===== config.mk =====
export PLATFORM = sky130hd
export DESIGN_NAME = rc_pwm_capture
export DESIGN_NICKNAME = d
export VERILOG_FILES = /design/src/rtl/rc_capture_pkg.sv /design/src/rtl/rc_pwm_capture_edge_sync.sv /design/src/rtl/rc_pwm_capture.sv
export SDC_FILE = /design/constraint.sdc
export NUM_CORES = 1
export LEC_CHECK = 0
export ABC_AREA = 1
export CORE_UTILIZATION = 56
export DETAILED_ROUTE_END_ITERATION = 12
export HOLD_SLACK_MARGIN = 0.1
export PLACE_DENSITY = 0.8
export SYNTH_ARGS = -nofsm -noshare
export SYNTH_HDL_FRONTEND = slang
export SYNTH_HIERARCHICAL = 1
export SYNTH_SLANG_ARGS = --single-unit

===== constraint.sdc =====
create_clock -name csi_MCLK_clk -period 5.65 [get_ports csi_MCLK_clk]
set_input_delay 1.13 -clock csi_MCLK_clk [delete_from_list [all_inputs] [get_ports csi_MCLK_clk]]
set_output_delay 1.13 -clock csi_MCLK_clk [all_outputs]
set_load 0.1 [all_outputs]

===== src/rtl/rc_capture_pkg.sv =====
`default_nettype none
// ---------------------------------------------------------------------------
// Module  : rc_capture_pkg
// Brief   : Register map, ID constant, STATUS bit indices, FSM encoding.
// Revision: 1.0
// ---------------------------------------------------------------------------
package rc_capture_pkg;

  localparam logic [2:0]  c_ADDR_ID       = 3'd0;
  localparam logic [2:0]  c_ADDR_CTRL     = 3'd1;
  localparam logic [2:0]  c_ADDR_STATUS   = 3'd2;
  localparam logic [2:0]  c_ADDR_HIGH     = 3'd3;
  localparam logic [2:0]  c_ADDR_PERIOD   = 3'd4;
  localparam logic [2:0]  c_ADDR_PRESCALE = 3'd5;

  localparam logic [31:0] c_ID_VALUE = 32'hEA68_0004;

  localparam int c_ST_VALID   = 0;
  localparam int c_ST_TIMEOUT = 1;
  localparam int c_ST_OVERRUN = 2;

  typedef enum logic [1:0] {
    ST_IDLE = 2'd0,
    ST_HIGH = 2'd1,
    ST_LOW  = 2'd2
  } cap_state_t;

endpackage
`default_nettype wire


===== src/rtl/rc_pwm_capture_edge_sync.sv =====
`default_nettype none
// ---------------------------------------------------------------------------
// Module  : pwm_edge_sync
// Brief   : Multi-flop synchronizer plus one-flop rise/fall detector.
// Revision: 1.0
// ---------------------------------------------------------------------------
module pwm_edge_sync #(
  parameter int SYNC_STAGES = 2
) (
  input  logic csi_MCLK_clk,
  input  logic rsi_MRST_reset,
  input  logic pwm_in,
  output logic rise,
  output logic fall
);

  logic [SYNC_STAGES-1:0] r_sync;
  logic                   r_prev;

  always_ff @(posedge csi_MCLK_clk or posedge rsi_MRST_reset) begin
    if (rsi_MRST_reset) begin
      r_sync <= '0;
      r_prev <= 1'b0;
    end else begin
      r_sync <= {r_sync[SYNC_STAGES-2:0], pwm_in};
      r_prev <= r_sync[SYNC_STAGES-1];
    end
  end

  assign rise =  r_sync[SYNC_STAGES-1] & ~r_prev;
  assign fall = ~r_sync[SYNC_STAGES-1] &  r_prev;

endmodule
`default_nettype wire


===== src/rtl/rc_pwm_capture.sv =====
`default_nettype none
// ---------------------------------------------------------------------------
// Module  : rc_pwm_capture
// Brief   : Avalon-MM servo PWM high-time / period capture with level IRQ.
// Revision: 1.0
// ---------------------------------------------------------------------------
module rc_pwm_capture
  import rc_capture_pkg::*;
#(
  parameter int PRESCALE_RST = 49,
  parameter int CNT_W        = 16,
  parameter int SYNC_STAGES  = 2
) (
  input  logic        csi_MCLK_clk,
  input  logic        rsi_MRST_reset,
  input  logic [2:0]  avs_ctrl_address,
  input  logic        avs_ctrl_write,
  input  logic        avs_ctrl_read,
  input  logic [31:0] avs_ctrl_writedata,
  input  logic [3:0]  avs_ctrl_byteenable,
  output logic [31:0] avs_ctrl_readdata,
  output logic        avs_ctrl_waitrequest,
  input  logic        coe_pwm_in,
  output logic        ins_irq_irq
);

  localparam logic [CNT_W-1:0] c_CNT_MAX = {CNT_W{1'b1}};

  logic             w_rise, w_fall, w_tick;
  logic             w_cap_high, w_cap_period, w_set_timeout;
  logic             w_wr_ctrl, w_wr_status, w_wr_presc;
  logic [2:0]       w_status_set;
  logic [31:0]      w_rd_mux;
  logic             w_unused;
  cap_state_t       r_state, w_state_nxt;

  logic [1:0]       r_ctrl;
  logic [2:0]       r_status;
  logic [CNT_W-1:0] r_high, r_period, r_hi_cnt, r_per_cnt;
  logic [15:0]      r_prescale, r_presc_cnt;
  logic [31:0]      r_readdata;

  pwm_edge_sync #(
    .SYNC_STAGES (SYNC_STAGES)
  ) u_edge_sync (
    .csi_MCLK_clk   (csi_MCLK_clk),
    .rsi_MRST_reset (rsi_MRST_reset),
    .pwm_in         (coe_pwm_in),
    .rise           (w_rise),
    .fall           (w_fall)
  );

  assign w_tick      = (r_presc_cnt == 16'd0);
  assign w_wr_ctrl   = avs_ctrl_write & (avs_ctrl_address == c_ADDR_CTRL);
  assign w_wr_status = avs_ctrl_write & (avs_ctrl_address == c_ADDR_STATUS) & avs_ctrl_byteenable[0];
  assign w_wr_presc  = avs_ctrl_write & (avs_ctrl_address == c_ADDR_PRESCALE);
  assign w_unused    = &{1'b0, avs_ctrl_writedata[31:16], avs_ctrl_byteenable[3:2]};

  always_ff @(posedge csi_MCLK_clk or posedge rsi_MRST_reset) begin
    if (rsi_MRST_reset) r_state <= ST_IDLE;
    else                r_state <= w_state_nxt;
  end

  always_comb begin
    w_state_nxt   = r_state;
    w_cap_high    = 1'b0;
    w_cap_period  = 1'b0;
    w_set_timeout = 1'b0;
    if (!r_ctrl[0]) begin
      w_state_nxt = ST_IDLE;
    end else begin
      case (r_state)
        ST_IDLE: if (w_rise) w_state_nxt = ST_HIGH;
        ST_HIGH: begin
          if (r_per_cnt == c_CNT_MAX) begin
            w_set_timeout = 1'b1;
            w_state_nxt   = ST_IDLE;
          end else if (w_fall) begin
            w_cap_high  = 1'b1;
            w_state_nxt = ST_LOW;
          end
        end
        ST_LOW: begin
          if (r_per_cnt == c_CNT_MAX) begin
            w_set_timeout = 1'b1;
            w_state_nxt   = ST_IDLE;
          end else if (w_rise) begin
            w_cap_period = 1'b1;
            w_state_nxt  = ST_HIGH;
          end
        end
        default: w_state_nxt = ST_IDLE;
      endcase
    end
  end

  // Edges re-phase the prescaler so tick boundaries line up with the pulse.
  always_ff @(posedge csi_MCLK_clk or posedge rsi_MRST_reset) begin
    if (rsi_MRST_reset) begin
      r_presc_cnt <= 16'(PRESCALE_RST);
    end else if (w_rise || w_fall || w_tick || !r_ctrl[0]) begin
      r_presc_cnt <= r_prescale;
    end else begin
      r_presc_cnt <= r_presc_cnt - 16'd1;
    end
  end

  always_ff @(posedge csi_MCLK_clk or posedge rsi_MRST_reset) begin
    if (rsi_MRST_reset) begin
      r_hi_cnt  <= '0;
      r_per_cnt <= '0;
    end else if (w_state_nxt == ST_IDLE || w_rise) begin
      r_hi_cnt  <= '0;
      r_per_cnt <= '0;
    end else if (w_tick) begin
      if (r_state == ST_HIGH && r_hi_cnt != c_CNT_MAX) r_hi_cnt <= r_hi_cnt + 1'b1;
      if (r_per_cnt != c_CNT_MAX)                      r_per_cnt <= r_per_cnt + 1'b1;
    end
  end

  assign w_status_set[c_ST_VALID]   = w_cap_high;
  assign w_status_set[c_ST_TIMEOUT] = w_set_timeout;
  assign w_status_set[c_ST_OVERRUN] = w_cap_high & r_status[c_ST_VALID];

  always_ff @(posedge csi_MCLK_clk or posedge rsi_MRST_reset) begin
    if (rsi_MRST_reset) begin
      r_ctrl     <= '0;
      r_status   <= '0;
      r_high     <= '0;
      r_period   <= '0;
      r_prescale <= 16'(PRESCALE_RST);
    end else begin
      if (w_wr_ctrl && avs_ctrl_byteenable[0]) r_ctrl <= avs_ctrl_writedata[1:0];
      if (w_wr_presc && avs_ctrl_byteenable[0]) r_prescale[7:0]  <= avs_ctrl_writedata[7:0];
      if (w_wr_presc && avs_ctrl_byteenable[1]) r_prescale[15:8] <= avs_ctrl_writedata[15:8];
      // Hardware set takes priority over a coincident write-one-to-clear.
      r_status <= (r_status & ~(w_wr_status ? avs_ctrl_writedata[2:0] : 3'b000)) | w_status_set;
      if (w_cap_high)   r_high   <= r_hi_cnt;
      if (w_cap_period) r_period <= r_per_cnt;
    end
  end

  always_comb begin
    w_rd_mux = 32'd0;
    case (avs_ctrl_address)
      c_ADDR_ID:       w_rd_mux = c_ID_VALUE;
      c_ADDR_CTRL:     w_rd_mux = {30'd0, r_ctrl};
      c_ADDR_STATUS:   w_rd_mux = {29'd0, r_status};
      c_ADDR_HIGH:     w_rd_mux = 32'(r_high);
      c_ADDR_PERIOD:   w_rd_mux = 32'(r_period);
      c_ADDR_PRESCALE: w_rd_mux = {16'd0, r_prescale};
      default:         w_rd_mux = 32'd0;
    endcase
  end

  always_ff @(posedge csi_MCLK_clk or posedge rsi_MRST_reset) begin
    if (rsi_MRST_reset)     r_readdata <= 32'd0;
    else if (avs_ctrl_read) r_readdata <= w_rd_mux;
  end

  assign avs_ctrl_readdata    = r_readdata;
  assign avs_ctrl_waitrequest = 1'b0;
  assign ins_irq_irq          = r_ctrl[1] & (r_status[c_ST_VALID] | r_status[c_ST_TIMEOUT]);

endmodule
`default_nettype wire

-- After elaboration in Yosys (flattened, before gate mapping)
Cells that the tools add are included.
- register bits: 138
- input bits: 44
- output and inout bits: 34
- logic and storage cells: 85
- $add $sub $neg: 3
- equal/unequal tests: 10
- multiplexer cells: 26
- bitwise operators: 14
- reductions and logical operators: 19
- operators with widths (operator ; count):
    32-bit one-hot mux with 6 select lines ; 1
    16-bit two-way mux ; 7
    16-bit by 1-bit adder with 16-bit output, second input constant ; 2
    16-bit inequality test, second input constant ; 2
    16-bit equality test, second input constant ; 1
    16-bit logical NOT ; 1
    16-bit by 1-bit subtractor with 16-bit output, second input constant ; 1
    1-bit two-way mux ; 11
    2-bit two-way mux ; 5
    1-bit bitwise AND ; 8
    3-bit by 2-bit equality test with 1-bit output, second input constant ; 2
    3-bit equality test, second input constant ; 2
    2-bit one-hot mux with 3 select lines ; 1
    2-bit nonzero test ; 3
    1-bit logical AND ; 4
    2-bit logical NOT ; 2
    1-bit logical OR ; 4
    2-bit AND reduction ; 2
    3-bit bitwise AND ; 1
    3-bit by 1-bit equality test with 1-bit output, second input constant ; 1
    3-bit logical NOT ; 1
    3-bit two-way mux ; 1
    3-bit inverter ; 1
    3-bit OR ; 1
    other kinds (6) ; 7

-- Depth between registers and ports, before layout
- depth after elaboration: 10
- gate-level depth with buffers: 14

-- Modules after synthesis
Netlist, hierarchy kept.
- modules (own cells, without submodules) (module ; times used ; cells each ; area each (um^2) ; sequential area each (um^2)):
    rc_pwm_capture ; 1 ; 781 ; 6314.8 ; 3010.4
    pwm_edge_sync ; 1 ; 8 ; 93.8 ; 75.1

-- Least setup slack after synthesis
OpenSTA, ideal clock, no wires.
- path kind: reg-to-output
- from: reg avs_ctrl_readdata[30] (netlist name)
- to: out avs_ctrl_readdata[21]
- arrival time: 1.440 ns
- path slack: 3.080 ns
- stages on the path, launching flop included: 2
- buffers on the path: 1
- path through: dfrtp_1 buf_4
- RTL lines (item ; line ; text):
    end, declared ; rc_pwm_capture.sv:21 ; output logic [31:0] avs_ctrl_readdata,

==> flow_summary.yaml <==
floorplan:
  placementRows: 38
  coreArea_um2: 10980
  die_area_um2: 11880
  fp.dieH_um: 109.0
  initial_core_util_pct: 58.35
  io_pins: 78
  die_width_um: 109.0
clock_network:
  post_cts_resize_count: 0
  tritoncts: "done"
  buffers_from_clock_root_to_sink_at_most: 2
  cts.sink_count: 123
  root_buffer: "clkbuf_16"
  tritoncts_buffers: 17
  h_tree_levels: 4
  cts.repair_timing.setup_buffer_count: 0
  worst_skew_pair.late_latency_ps: 410
  cts.reportedPaths.clkPinSlew_ps: 60
  postCtsHoldBufs: 0
worst_setup_path:
  crit_chain: "clkdlybuf4s50_1"
  crit_path_max_incr_delay_ps: 1200
  critical_path_arrival_ps: 2090
  cp_num_buf_inv: 1
  crit_start: "avs_ctrl_readdata[30]$_DFFE_PP0P_"
  worst_setup_path_end_kind: "primary output"
  timing.critical_path.from_type: "flip-flop"
  required_ps: 4520
  slowest_stage: "clkdlybuf4s50_1"
  timing.rr.start: "r_presc_cnt[0]$_DFF_PP1_"
  cpLargestDelayFamily: "buffers and inverters"
  ff2ff_path_depth: 11
  timing.critical_path.fanout_max: 9
  worst-setup-path-type: "reg -> out"
  timing.critical_path.depth: 1
min_path:
  source_of_the_worst_hold_timing_path: "u_edge_sync/r_sync[0]$_DFF_PP0_"
  worstHoldPathCells: 0
  hold_path_class: "reg -> reg"
logic_synthesis:
  synth-async-reset-ratio_pct: 100.0
  netlist.area_leader.share_pct: 45.69
  ys_seq_area_share_pct: 48.15
  synthesis.yosys.warnings: 6
  synth.avg_cell_area_um2: 8.122
  synth_enable_flop_cells: 0
  synthesis.instances: 789
  yosys_register_bits: 123
  netlist-cell-type-count: 39
  synthesized_cell_area_um2: 6409
  synth-main-ff-cell: "dfrtp_1"
  synth.largest_area_cell: "dfrtp_1"
  top_post_synthesis_cells_by_area: "dfrtp_1 46%, nand2_1 11%, inv_1 5.0%, nor2_1 4.6%, o21ai_1 4.2%"
global_routing:
  antenna_violations_before_repair: 0
  largest_net_degree_at_the_start_of_global_routing: 82
  grt_pass1_wl_um: 25520
  grtUsageTotal_pct: 28.38
  grt.overflow.total: 0
  vias_in_the_first_global_route: 5378
routing:
  routed_wirelength_um: 15360
  vias_per_cell: 5.511
  first_iter_violations: 426
  post-route-drc-count: 0
  drtPass1Iterations: 7
  detail_route.wl_per_cell_um: 15.64
  route.antenna.remaining_nets: 0
  routed-via-count: 5412
sta:
  layout_min_cycle_time_ps: 3223
  tightestPinTransition_ps: 1113
  timing_hold_violations_final: 0
  final.setup.tns_ps: 0
  max_slew_margin_pct: 25.41
  share_of_the_clock_period_used_by_the_worst_path_after_layout_pct: 57.04
  finalMaxSlewViolations: 0
  grt_setup_unrepaired: "no"
  setup_viol: 0
  clock_skew_ps: 6.629
  max_freq_mhz: 310.3
status:
  run_status: "finished clean"
placement:
  dp_hpwl_um: 10680
  place.detailed.instances: 950
  globalplace.congestion: 0.8857
  place.port_buffers: 50
finish:
  final_core_utilization_pct: 68.71
  synth_to_final_area_change_pct: 17.75
  seq_area_um2: 3085
  mostFrequentLayoutCell: "nand2_1"
  antenna_cells_inserted: 0
  fill_cells: 823
  nNetsFinal: 881
  stdcell_count: 982
  post_route_cells_drive_above_1_share_pct: 10.21
  mostFrequentLayoutCells: "195 x nand2_1, 117 x dfrtp_1, 85 x inv_1"
  multi_input_area_um2: 2719
power:
  power-per-cell-area_nw_per_um2: 363.5
  irDropWorstVdd_mv: 0.4083
  p_total_uw: 2743
  p_leak_uw: 0.003327
job:
  drv_cap: 0
==> through the flow <==
stage	hold slack [ps]	worst slack (ps)	instance area, um^2
2_1_floorplan	331.2	1344	6439
3_3_place_gp	342.8	2169	6850
3_5_place_dp	337.8	2163	6850
4_1_cts	356.4	2405	7546
5_1_grt	376.0	2360	7546
6_report	352.1	2427	7546
==> where the power goes <==
group	internal (uW)	total [uW]	leakage, uW	switching (uW)
logic	123	421	0.00137	297
clock network	873	1280	0.000333	404
registers	972	1050	0.00162	72.7
total	1970	2740	0.00333	774
==> layout make-up <==
cell class | count | share of cell area [%]
Sequential cell | 123 | 40.89
Clock buffer | 17 | 5.638
Inverter | 96 | 4.808
Tap cell | 140 | 2.321
Clock inverter | 15 | 3.581
Multi-Input combinational cell | 540 | 36.03
Timing Repair Buffer | 51 | 6.732
==> final timing paths <==
| kind | to | slack [ps] |
|---|---|---|
| max | avs_ctrl_readdata[22] | 2430 |
| min | u_edge_sync/r_sync[1]$_DFF_PP0_ | 350 |
| max reg2reg | r_presc_cnt[3]$_DFF_PP0_ | 3280 |
| min reg2reg | u_edge_sync/r_sync[1]$_DFF_PP0_ | 350 |
| max in group asynchronous | avs_ctrl_readdata[11]$_DFFE_PP0P_ | 3220 |
| min in group asynchronous | u_edge_sync/r_sync[0]$_DFF_PP0_ | 960 |
==> cells in the mapped netlist (6+ instances only) <==
cell / number
nor3_1: 14
dfstp_2: 6
ha_1: 8
nand3_1: 32
o21ai_0: 35
o21ai_1: 54
dfrtp_1: 117
nor2_1: 78
inv_1: 86
inv_2: 8
buf_6: 7
nor2_2: 11
nand2_1: 195
buf_2: 6
buf_4: 19
xnor2_1: 6
nand4_1: 25
a21oi_1: 12
nand2_2: 9
xor2_1: 17
==> cells by family after synthesis <==
family	synth area share, %
other cells	0.05851
simple gates	26.75
fa+ha+maj	1.562
flops	48.15
xor+xnor	3.143
mux	0.7028
compound gates	9.742
buf+inv	9.899
==> routing by layer <==
metal  part of all wire (%)  GRT usage, %
met2                     50         47.48
met1                     43         36.14
met3                    5.3         6.336
met4                    1.3         9.942
met5                      0             0
==> sequential cells by signal, summed over array words and instances, names as in the netlist <==
name / cells
r_period: 16
u_edge_sync/r_prev: 1
r_hi_cnt: 16
r_high: 16
r_ctrl: 2
u_edge_sync/r_sync: 2
r_status: 3
avs_ctrl_readdata: 17
r_state: 2
r_per_cnt: 16
r_prescale: 16
r_presc_cnt: 16
(Power assumes the default switching activity.)
==> edit: new RTL, config.mk and constraints unchanged <==
Re-encode `cap_state_t` (3 states) as one-hot, 3 bits wide.
--- a/src/rtl/rc_capture_pkg.sv
+++ b/src/rtl/rc_capture_pkg.sv
@@ -21,6 +21,6 @@
 
-  typedef enum logic [1:0] {
-    ST_IDLE = 2'd0,
-    ST_HIGH = 2'd1,
-    ST_LOW  = 2'd2
+  typedef enum logic [2:0] {
+    ST_IDLE = 3'b001,
+    ST_HIGH = 3'b010,
+    ST_LOW  = 3'b100
   } cap_state_t;
Function: no difference found for any inputs over 4 cycles, from zero or initial values and one cycle with rsi_MRST_reset high; so few cycles prove little.
==> edit against the original RTL <==
  * Fmax about the same
  * Wire length up 3.1%
  * Setup slack better by 0.74 ps
  * Non-clock buffer count unchanged
  * Final area down 1.3%
  * Core utilization down 1.2 points
  * Total power down 7.4%
  * Area after synthesis up 0.29%
  * Register-to-register slack better by 140 ps
  * Sequential cell count up 1
==> edit: results (changes against the original RTL) <==
r2r_end: "r_hi_cnt[0]"
clk_pin_slew_ps: 50
synth_cell_types: 43  # +10%
relSlewSlack_pct: 30.0  # +4.6 points
pg_clk_mw: 1.07  # -16%
nets: 914  # +3.7%
drt-vias-per-instance: 5.53  # +0.38%
synth_commonest_cells: "nand2_1, dfrtp_1, nor2_1"
placed_cell_area_sq_um: 6870  # +0.33%
diodes: 0  # unchanged
r2r_cells: 11  # unchanged
cts.path.max_buffers: 2  # unchanged
timing.hold.ws_ps: 351  # -1.07 ps
routabilityCongestion: 0.921  # +4.0%
synth-seq-area-share_pct: 48.4  # +0.27 points
clk_latency_ps: 410  # about the same
crit_fanout: 3  # -6
antenna_found_initial: 0  # unchanged
comb_power_share_pct: 16.7  # +1.4 points
pre_cts_ws_ps: 2330  # +170 ps
fillCellCount: 889  # +8.0%
ctsResizeCount: 0  # unchanged
cpLargestDelayFamily: "buffers and inverters"
drive_above_1_share_pct: 7.74  # -2.5 points
hp-class: "flip-flop to flip-flop"
postCtsSetupBuffers: 0  # unchanged
slowest_delay_ps: 1140  # -60 ps
grt_pass1_vias: 5259  # -2.2%
grt_max_degree: 87  # +6.1%
worstHoldEndpoint: "u_edge_sync/r_sync[1]"
status: "complete, no violations"
skew_ps: 7.80  # +1.17 ps
largest_reg_flops: 17  # unchanged
grt_usage_pct: 28.6  # +0.23 points
comb-power_uw: 423
crit_path_end: "ins_irq_irq"
synthArstFlopShare_pct: 100  # unchanged
clockRootBuffer: "clkbuf_16"
ctsHtreeMaxLevel: 4  # unchanged
cp-startpoint: "r_ctrl[1]"
arrival_ps: 2090  # about the same
finalCoreUtilization_pct: 67.5  # -1.2 points
r2r_start: "r_presc_cnt[1]"
grt_pass1_wl_microns: 25300  # -0.84%
wl_per_cell_microns: 15.6  # -0.51%
drt_iter0_drc: 593  # +39%
dp_cells: 987  # +3.9%
yosysWarningCount: 6  # unchanged
avgSynthCellArea_sq_um: 7.77  # -4.3%
whs_path_depth: 0  # unchanged
dr.pass1.iters: 5  # -2
layoutNonFillerInstCount: 1018  # +3.7%
dp_hpwl_microns: 11000  # +2.6%
ff2ff_setup_slack_ps: 3420  # +140 ps
synth.area.top_cells: "dfrtp_1, nand2_1, nor2_1"
io_buffers: 50  # unchanged
layout_setup_ws_ps: 2430  # +0.740 ps
vdd_drop_max_v: 0.000270  # -34%
p_leak_nw: 3.32  # -0.32%
switching_share_pct: 29.2  # +0.93 points
==> edit: layout make-up <==
| type | instances | area share [%] |
|---|---|---|
| Clock buffer | 23 | 6.15 |
| Timing Repair Buffer | 51 | 6.82 |
| Sequential cell | 124 | 41.8 |
| Inverter | 87 | 4.42 |
| Tap cell | 140 | 2.35 |
| Clock inverter | 8 | 1.58 |
| Multi-Input combinational cell | 585 | 36.9 |
==> edit: logic make-up after synthesis <==
kind of cell	after synthesis	share of synthesized area, %
buffers and inverters	126	9.29
multiplexers	3	0.526
AND/OR/NAND/NOR	434	29.1
AO/OA/AOI/OAI	123	10.2
XOR/XNOR	12	1.64
adder cells (fa/ha/maj)	4	0.779
other	1	0.0583
flip-flops	124	48.4
==> edit: metal layers <==
metal / part of all wire (%) / track usage, %
met1: 44 / 36.2
met2: 48 / 46.9
met3: 6.2 / 7.89
met4: 2.3 / 10.1
met5: 0 / 0
